==> config.mk <==
export PLATFORM = sky130hd
export DESIGN_NAME = uart_rx_param
export DESIGN_NICKNAME = d
export VERILOG_FILES = /design/src/rtl/uart_pkg.sv /design/src/rtl/uart_rx_param_sync_2ff.sv /design/src/rtl/uart_rx_param.sv
export SDC_FILE = /design/constraint.sdc
export NUM_CORES = 1
export LEC_CHECK = 0
export ABC_AREA = 1
export CAP_MARGIN = 15
export CELL_PAD_IN_SITES_DETAIL_PLACEMENT = 1
export CELL_PAD_IN_SITES_GLOBAL_PLACEMENT = 1
export CORE_MARGIN = 3
export CORE_UTILIZATION = 45
export CTS_CLUSTER_SIZE = 24
export DETAILED_ROUTE_END_ITERATION = 16
export PLACE_DENSITY = 0.85
export SLEW_MARGIN = 0
export SYNTH_ARGS = -nofsm -noshare
export SYNTH_HDL_FRONTEND = slang
export SYNTH_HIERARCHICAL = 1
export SYNTH_SLANG_ARGS = --single-unit
==> constraint.sdc <==
create_clock -name clk -period 3.8 [get_ports clk]
set_input_delay 1.14 -clock clk [delete_from_list [all_inputs] [get_ports clk]]
set_output_delay 1.14 -clock clk [all_outputs]
set_load 0.03 [all_outputs]
==> src/rtl/uart_pkg.sv <==
// Shared definitions for the parametrised UART receiver: one-hot state
// encoding, parity-mode constants and a constant-evaluable ceil(log2).
package uart_pkg;

  typedef enum logic [4:0] {
    IDLE   = 5'b00001,
    START  = 5'b00010,
    DATA   = 5'b00100,
    PARITY = 5'b01000,
    STOP   = 5'b10000
  } state_e;

  localparam int PARITY_EVEN = 0;
  localparam int PARITY_ODD  = 1;

  // Never returns less than 1 so that counters always have at least one bit.
  function automatic int clog2(input int value);
    int r;
    r = 1;
    for (int i = 1; i < 31; i++) begin
      if ((1 << i) < value) r = i + 1;
    end
    return r;
  endfunction

endpackage

==> src/rtl/uart_rx_param_sync_2ff.sv <==
// Two-flop synchroniser for an asynchronous single-bit input; both stages
// come out of reset at RST_VAL so an idle-high line produces no false edge.
module sync_2ff #(
  parameter logic RST_VAL = 1'b1
) (
  input  logic clk,
  input  logic rst,
  input  logic d,
  output logic q
);

  logic [1:0] ff_q;
  logic [1:0] ff_d;

  always_comb ff_d = {ff_q[0], d};

  always_ff @(posedge clk or posedge rst) begin
    if (rst) ff_q <= {2{RST_VAL}};
    else     ff_q <= ff_d;
  end

  assign q = ff_q[1];

endmodule

==> src/rtl/uart_rx_param.sv <==
// Oversampled UART receiver with configurable data width, oversampling ratio,
// optional parity and stop length; reports parity and framing errors per frame.
module uart_rx_param #(
  parameter int DBIT       = 8,
  parameter int OVERSAMPLE = 16,
  parameter int SB_TICK    = 16,
  parameter int PARITY_EN  = 0,
  parameter int PARITY_ODD = 0
) (
  input  logic            clk,
  input  logic            reset,
  input  logic            s_tick,
  input  logic            rx,
  output logic [DBIT-1:0] dout,
  output logic            rx_done_tick,
  output logic            parity_err,
  output logic            frame_err,
  output logic            busy
);

  import uart_pkg::*;

  localparam int SMAX = (OVERSAMPLE > SB_TICK) ? OVERSAMPLE : SB_TICK;
  localparam int SW   = clog2(SMAX);
  localparam int NW   = clog2(DBIT);

  localparam logic [SW-1:0] S_MID  = SW'(OVERSAMPLE / 2 - 1);
  localparam logic [SW-1:0] S_BIT  = SW'(OVERSAMPLE - 1);
  localparam logic [SW-1:0] S_STOP = SW'(SB_TICK - 1);
  localparam logic [NW-1:0] N_LAST = NW'(DBIT - 1);
  localparam logic          ODD    = (PARITY_ODD == uart_pkg::PARITY_ODD);

  logic rx_s;

  state_e          state_q, state_d;
  logic [SW-1:0]   s_q, s_d;
  logic [NW-1:0]   n_q, n_d;
  logic [DBIT-1:0] b_q, b_d;
  logic            p_q, p_d;
  logic [DBIT-1:0] dout_q, dout_d;
  logic            done_q, done_d;
  logic            perr_q, perr_d;
  logic            ferr_q, ferr_d;
  logic            perr;

  sync_2ff #(.RST_VAL(1'b1)) u_sync (
    .clk (clk),
    .rst (reset),
    .d   (rx),
    .q   (rx_s)
  );

  // Odd parity inverts the even-parity error term.
  always_comb begin
    perr = 1'b0;
    if (PARITY_EN != 0) perr = (^b_q) ^ p_q ^ ODD;
  end

  always_comb begin
    state_d = state_q;
    s_d     = s_q;
    n_d     = n_q;
    b_d     = b_q;
    p_d     = p_q;
    dout_d  = dout_q;
    perr_d  = perr_q;
    ferr_d  = ferr_q;
    done_d  = 1'b0;
    if (s_tick) begin
      case (state_q)
        IDLE: begin
          if (!rx_s) begin
            state_d = START;
            s_d     = '0;
          end
        end
        START: begin
          if (s_q == S_MID) begin
            if (rx_s) begin
              state_d = IDLE;
            end else begin
              state_d = DATA;
              s_d     = '0;
              n_d     = '0;
            end
          end else begin
            s_d = s_q + SW'(1);
          end
        end
        DATA: begin
          if (s_q == S_BIT) begin
            b_d = {rx_s, b_q[DBIT-1:1]};
            s_d = '0;
            if (n_q == N_LAST) state_d = (PARITY_EN != 0) ? PARITY : STOP;
            else               n_d     = n_q + NW'(1);
          end else begin
            s_d = s_q + SW'(1);
          end
        end
        PARITY: begin
          if (s_q == S_BIT) begin
            p_d     = rx_s;
            s_d     = '0;
            state_d = STOP;
          end else begin
            s_d = s_q + SW'(1);
          end
        end
        STOP: begin
          // Leaving at the stop sample point keeps the next start edge visible.
          if (s_q == S_STOP) begin
            dout_d  = b_q;
            ferr_d  = ~rx_s;
            perr_d  = perr;
            done_d  = 1'b1;
            state_d = IDLE;
          end else begin
            s_d = s_q + SW'(1);
          end
        end
        default: state_d = IDLE;
      endcase
    end
  end

  always_ff @(posedge clk or posedge reset) begin
    if (reset) begin
      state_q <= IDLE;
      s_q     <= '0;
      n_q     <= '0;
      b_q     <= '0;
      p_q     <= 1'b0;
      dout_q  <= '0;
      done_q  <= 1'b0;
      perr_q  <= 1'b0;
      ferr_q  <= 1'b0;
    end else begin
      state_q <= state_d;
      s_q     <= s_d;
      n_q     <= n_d;
      b_q     <= b_d;
      p_q     <= p_d;
      dout_q  <= dout_d;
      done_q  <= done_d;
      perr_q  <= perr_d;
      ferr_q  <= ferr_d;
    end
  end

  assign dout         = dout_q;
  assign rx_done_tick = done_q;
  assign parity_err   = perr_q;
  assign frame_err    = ferr_q;
  assign busy         = (state_q != IDLE);

endmodule

* After elaboration in Yosys (flattened, before gate mapping)
Cells that the tools add are included.
** Cells by class
- $add $sub $neg :: 2
- Eq/ne operators :: 18
- Multiplexer cells :: 21
- Bitwise operators :: 1
- Reduce and logical (&&, ||, !) cells :: 8
** Operator list (count)
- 5-bit two-way mux :: 6
- 5-bit case mux with 5 select lines :: 1
- 2-bit inequality test (second input constant) :: 9
- 4-bit two-way mux :: 4
- 4-bit case mux with 4 select lines :: 1
- 3-bit two-way mux :: 5
- 3-bit AND reduction :: 3
- 7-bit AND reduction :: 1
- 3-bit case mux with 2 select lines :: 1
- 6-bit AND reduction :: 1
- 5-bit by 1-bit equality test with 1-bit output (second input constant) :: 1
- 5-bit by 2-bit equality test with 1-bit output (second input constant) :: 1
- 5-bit by 3-bit equality test with 1-bit output (second input constant) :: 1
- 5-bit by 4-bit equality test with 1-bit output (second input constant) :: 1
- 5-bit equality test (second input constant) :: 1
- 5-bit by 1-bit inequality test with 1-bit output (second input constant) :: 1
- 4-bit by 1-bit adder with 4-bit output (second input constant) :: 1
- 4-bit by 3-bit equality test with 1-bit output (second input constant) :: 1
- 4-bit equality test (second input constant) :: 1
- 4-bit nonzero test :: 1
- 3-bit by 1-bit adder with 3-bit output (second input constant) :: 1
- 3-bit equality test (second input constant) :: 1
- 1-bit two-way mux :: 3
- 2-bit nonzero test :: 1
- 2 further kinds :: 2
** Word-level totals
- Register bits after elaboration :: 32
- Input port bits :: 4
- Output and inout port bits :: 12
- Logic and storage cells :: 58

* Longest topological paths before layout
Gate-level depths: netlist (run 1).
- Depth after elaboration :: 4
- Depth in mapped cells :: 9
- Gate-level depth less buffers :: 9

* Modules after synthesis
The synthesis (run 1) kept the hierarchy.
** By module, submodules not included
- uart_rx_param :: instances 1, cells each 220, area each 1712.9 um^2, sequential area each 726.9 um^2
- sync_2ff :: instances 1, cells each 3, area each 56.3 um^2, sequential area each 52.6 um^2

* Worst setup path after synthesis (run 1)
No wires, ideal clock.
- Kind :: register -> output
- From :: register state_q[0]
- To :: output busy
- Arrival :: 853 ps
- Required time :: 2660 ps
- Setup slack :: 1807 ps
- Cell stages (with the launch flop) :: 2
- Buffers on the path :: 0
- Path through :: dfstp_2 nand3_1
** Between the ends
- Word-level cells in the longest chain between the ends :: 1
** RTL lines
- start: declaration :: RTL line uart_rx_param.sv:35 : state_e state_q, state_d;
- start signal: assignment :: RTL line uart_rx_param.sv:138 : state_q <= state_d;
- 5-bit by 1-bit inequality test with 1-bit output :: RTL line uart_rx_param.sv:154 : assign busy = (state_q != IDLE);
- end: declaration :: RTL line uart_rx_param.sv:18 : output logic busy
No other way between the ends.

* Worst setup path in the final report (run 1)
Ends and elaborated chain as after synthesis.

==> results of run 1 <==
[power by group]
part / internal (uW) / switching (uW) / total (uW)
Combinational: 129 / 286 / 414
Clock: 212 / 133 / 346
Sequential: 366 / 45.1 / 411
[layout by cell type (no fill, tap or decap), drive strengths merged]
| cell type | count |
|---|---|
| dfrtp | 28 |
| bufinv | 1 |
| clkinv | 2 |
| o21ai | 18 |
| dfstp | 3 |
| buf | 1 |
| nand2 | 88 |
| conb | 1 |
| nand4 | 4 |
| nor2 | 28 |
| or2 | 1 |
| ha | 3 |
| nand3b | 3 |
| inv | 25 |
| nand3 | 17 |
| clkdlybuf4s50 | 14 |
| clkbuf | 6 |
[critical path, cell delays in order, from the launching register on]
cell and delay, ps:
dfstp_2 600, nand3_1 150, clkdlybuf4s50_1 620
[state kept, by name, indices dropped and copies added (netlist names)]
name / cells
u_sync/ff_q: 2
rx_done_tick: 1
s_q: 4
frame_err: 1
n_q: 3
dout: 8
b_q: 8
state_q: 4
[per-stage QoR]
step                cell area (um^2)  power [uW]  std cells  setup slack [ps]  utilization (%)
detailed placement              1950         821        283              1340             52.4
global placement                1950         812        283              1360             52.4
floorplan                       1770         723        223              1810                -
global route                    2060        1250        291               924             55.6
finish                          2060        1170        291              1000             55.6
CTS                             2060        1180        291              1010             55.6
[layer usage]
layer / wire length, um / up-vias / track usage (%)
met5: 0 / - / 0
met4: 45 / 0 / 5.60
met3: 99 / 5 / 4.54
met2: 1960 / 14 / 32.1
met1: 1930 / 718 / 27.9
li1: - / 733 / -
[final timing paths]
kind | cells after the start | slack [ps] | endpoint
setup / recovery | 2 | 1000 | busy
hold / removal | 0 | 360 | u_sync/ff_q[1]$_DFF_PP1_
setup reg to reg | 8 | 2080 | state_q[1]$_DFFE_PP0P_
hold reg to reg | 0 | 360 | u_sync/ff_q[1]$_DFF_PP1_
max in group asynchronous | 3 | 2230 | state_q[0]$_DFFE_PP1P_
min in group asynchronous | 2 | 1210 | u_sync/ff_q[1]$_DFF_PP1_
[kinds of logic (layout without fill, tap and decap cells)]
logic type / after synthesis / in the layout / share of synthesized area (%)
fa+ha+maj: 3 / 3 / 2.12
flops: 31 / 31 / 44.1
compound gates: 18 / 18 / 8.27
simple gates: 141 / 141 / 38.1
buf+inv: 29 / 49 / 7.21
other cells: 1 / 1 / 0.212
[final cells by class]
class / instances / share of cell area, %
Sequential cell: 31 / 37.8
Multi-Input combinational cell: 163 / 41.8
Tap cell: 48 / 2.91
Clock inverter: 2 / 1.70
Timing Repair Buffer: 15 / 7.15
Inverter: 26 / 4.73
Clock buffer: 6 / 4.00
[synth_stat cells (3+ instances only)]
cell | instances | area (um^2)
nor2_1 | 19 | 71.3
nor2_2 | 4 | 25.0
inv_2 | 5 | 18.8
nand3b_1 | 3 | 22.5
nand2_2 | 8 | 50.1
inv_1 | 20 | 75.1
nand3_1 | 15 | 75.1
ha_1 | 3 | 37.5
nor2_4 | 5 | 56.3
nand2_1 | 78 | 293
nand4_1 | 4 | 25.0
o21ai_2 | 15 | 131
dfrtp_1 | 28 | 701
dfstp_2 | 3 | 78.8
==> run_results.csv, run 1 <==
group,metric,value,unit
run_status,status,"completed",
clocking,ctsResizeCount,0,
finish,drive_gt1_share,22.2,%
floorplan,rows,22,
worst_setup_path,worstSetupStartpointType,"flip-flop",
worst_setup_path,r2r-start,"s_q[0]$_DFFE_PP0P_",
placement,portBuffers,14,
grt,grt_pass1_vias,1503,
yosys,synth_flop_cell,"dfrtp_1",
finish,antenna_cells,0,
yosys,syn_avg_cell_area,7.93,um^2
yosys,ys_ff_latch,31,
clocking,path_clk_slew,70,ps
clocking,hold_buffers,0,
placement,dpl.hpwl,2900,um
route,wl_per_cell,13.9,um
worst_setup_path,worstPathRequired,2660,ps
finish,fillers,473,
worst_hold_path,hp-class,"reg2reg",
worst_hold_path,hp-start,"u_sync/ff_q[0]$_DFF_PP1_",
finish,syn2layout_area_growth,16.7,%
finish,regArea,779,um^2
floorplan,dieArea,4720,um^2
worst_setup_path,worstSetupEndpointType,"primary output",
sta,slew_violations,0,
yosys,synth-edff-count,0,
floorplan,fp.dieH,68.7,um
yosys,yosysSeqAreaShare,44.1,%
floorplan,core,3720,um^2
worst_setup_path,cp-startpoint,"state_q[0]$_DFFE_PP1P_",
clocking,clock_sinks,31,
worst_setup_path,crit_fanout,6,
sta,setup_violations,0,
sta,hold_slack,361,ps
flow_run,cap_violations,0,
worst_setup_path,crit_arrival,1660,ps
yosys,ys_types,24,
sta,final.period_utilization,73.6,%
sta,rsz0062_at_grt,"false",
finish,fin_nets,249,
power,leakagePower,0.00105,uW
clocking,cts_tree,"built",
clocking,h-tree-depth,2,
route,drtIter0Drc,44,
route,num_vias,1470,
floorplan,ios,16,
yosys,syn-num-nets,230,
sta,fin_crit,2800,ps
placement,globalplace.congestion,0.788,
clocking,cts_max_path_buffers,2,
route,ant_nets,0,
yosys,yosys_warnings,6,
finish,multiInputGateArea,862,um^2
grt,antenna_found_initial,0,
yosys,synthArstFlopShare,100,%
grt,grt_max_degree,30,
clocking,cts_setup_buffers,0,
power,powerDensity,567,nW/um^2
sta,skew,3.34,ps
grt,grt_usage,20.3,%
worst_setup_path,worstSetupPathType,"reg2out",
route,viasPerCell,5.05,
clocking,cts_buffers,5,
grt,grt_pass1_wl,7100,um
floorplan,die_x,68.7,um
grt,grt_overflow_total,0,
sta,hold_viol,0,
sta,setup_tns,0,ps
clocking,clock_latency,280,ps
route,drc,0,
yosys,synth_cells,223,
route,dr.pass1.iters,4,
route,wl,4040,um
floorplan,start_util,47.6,%
power,irDropWorstVdd,0.241,mV
sta,fmax,358,MHz
yosys,synth_area,1770,um^2
clocking,cts_root_buf,"clkbuf_8",
(Power assumes the default switching activity.)
==> run 2, diff against run 1 <==
- CORE_UTILIZATION: 45 -> 42
- PLACE_DENSITY: 0.85 -> 0.8
- clock period: 3.8 -> 2.75 ns (I/O delays scaled with it)
==> run_results.csv, run 2 (same netlist as run 1, synthesis figures left out) <==
group,metric,value,unit
grt,grt_usage,17.9,%
sta,final.period_utilization,90.2,%
finish,drive_gt1_share,22.5,%
sta,hold_slack,367,ps
finish,fin_nets,250,
floorplan,die_x,70.9,um
route,drtIter0Drc,60,
placement,globalplace.congestion,0.809,
worst_setup_path,timing.critical_path.buf_inv,1,
route,drc,0,
worst_setup_path,r2r-start,"s_q[0]$_DFFE_PP0P_",
worst_hold_path,hold_depth,0,
clocking,cts_buffers,5,
worst_setup_path,rrSetupSlack,1070,ps
worst_setup_path,crit_fanout,5,
finish,fillers,473,
power,leakagePower,0.00105,uW
power,irDropWorstVdd,0.475,mV
worst_setup_path,worst_path_dominant_cell_family,"buffers and inverters",
clocking,clock_sinks,31,
grt,grt_max_degree,21,
worst_hold_path,hp-start,"u_sync/ff_q[0]$_DFF_PP1_",
worst_setup_path,worstPathRequired,1930,ps
sta,slew_violations,0,
power,powerDensity,775,nW/um^2
grt,grt_pass1_wl,7070,um
clocking,h-tree-depth,2,
power,swShare,39.2,%
worst_setup_path,worstSetupStartpointType,"flip-flop",
worst_setup_path,cp-startpoint,"state_q[2]$_DFFE_PP0P_",
worst_setup_path,ff2ff_path_depth,8,
clocking,hold_buffers,0,
grt,grt_overflow_total,0,
finish,final_area,2070,um^2
clocking,cts_root_buf,"clkbuf_8",
worst_setup_path,r2r_end,"state_q[1]$_DFFE_PP0P_",
power,seqPwrFrac,35.3,%
worst_setup_path,crit_arrival,1660,ps
worst_setup_path,slowest_stage,"clkdlybuf4s50_1",
floorplan,dieArea,5030,um^2
finish,antenna_cells,0,
grt,antenna_found_initial,0,
worst_setup_path,worstSetupEndpointType,"primary output",
route,dr.pass1.iters,4,
floorplan,ios,16,
sta,hold_viol,0,
floorplan,start_util,45.9,%
sta,setup_tns,0,ps
floorplan,fp.dieH,70.9,um
worst_setup_path,worstSetupPathType,"reg2out",
sta,setup_violations,0,
route,num_vias,1437,
placement,placed_area,1950,um^2
sta,skew,6.30,ps
power,p_switching,629,uW
route,viasPerCell,4.92,
route,wl_per_cell,13.8,um
placement,dpl.hpwl,3020,um
power,p_int,978,uW
floorplan,rows,22,
finish,final_cell_mix,"nand2_1 (78), dfrtp_1 (28), inv_1 (20)",
clocking,path_clk_slew,70,ps
sta,fin_crit,2480,ps
route,ant_nets,0,
sta,fmax,403,MHz
worst_hold_path,hp-class,"reg2reg",
flow_run,cap_violations,0,
power,clockPowerShare,29.3,%
worst_hold_path,worstHoldEndpoint,"u_sync/ff_q[1]$_DFF_PP1_",
worst_setup_path,crit_chain,"nor2_1 > nand3_1 > clkdlybuf4s50_1",
sta,rsz0062_at_grt,"false",
placement,portBuffers,14,
clocking,cts_max_path_buffers,2,
grt,grt_pass1_vias,1490,
worst_setup_path,critPathMaxStageDelay,630,ps
power,combPwrFrac,35.4,%
clocking,cts_setup_buffers,0,
clocking,cts_tree,"built",
clocking,ctsResizeCount,0,
floorplan,core,3850,um^2
finish,mostFrequentLayoutCell,"nand2_1",
run_status,status,"completed",
finish,syn2layout_area_growth,17.1,%
route,wl,4030,um
clocking,clock_latency,280,ps
-- run 2: cell count changes in the layout (fill, tap and decap cells not counted) --
cell | before | now
buf_4 | 1 | 2
-- run 2: stage by stage --
stage                     worst slack (ps)  utilization [%]  instances  power, uW
after global routing                   200             53.8        292       1730
after global placement                 594             50.7        284       1130
after detailed placement               581             50.7        284       1150
after floorplan                       1070                -        223       1000
final                                  269             53.8        292       1610
after CTS                              260             53.8        292       1630
-- run 2: final cells by class --
cell class / instances / area [um^2] / share of cell area (%)
Clock inverter: 2 / 35.0 / 1.69
Sequential cell: 31 / 779 / 37.6
Multi-Input combinational cell: 163 / 862 / 41.6
Timing Repair Buffer: 16 / 155 / 7.49
Tap cell: 48 / 60.1 / 2.90
Inverter: 26 / 97.6 / 4.71
Clock buffer: 6 / 82.6 / 3.99
-- run 2: routing by layer --
layer / global-route usage [%] / part of all wire [%]
met3: 4.40 / 2.5
met2: 27.6 / 46
met4: 6.26 / 1.7
met1: 24.6 / 50
met5: 0 / 0
-- run 2: worst reg2reg max path, delay by kind of cell (launching register included) --
family / cells / cell delay [ps]
adder cells (fa/ha/maj): 1 / 300
AND/OR/NAND/NOR: 7 / 780
flip-flops: 1 / 490
-- run 2: how the worst max path moves through the flow --
| stage | endpoint | slack (ps) | cells after the start |
|---|---|---|---|
| after detailed placement | busy | 580 | 3 |
| after global placement | busy | 590 | 2 |
| after global routing | busy | 200 | 3 |
| final | busy | 270 | 3 |
| after floorplan | busy | 1070 | 1 |
| after CTS | busy | 260 | 3 |
-- run 2: power groups by stage --
| stage | clock, uW | combinational, uW | sequential, uW |
|---|---|---|---|
| 3_5_place_dp | 0 | 573 | 575 |
| 2_1_floorplan | 0 | 440 | 559 |
| 6_report | 471 | 568 | 567 |
| 4_1_cts | 490 | 576 | 566 |
| 5_1_grt | 508 | 646 | 576 |
| 3_3_place_gp | 0 | 553 | 572 |
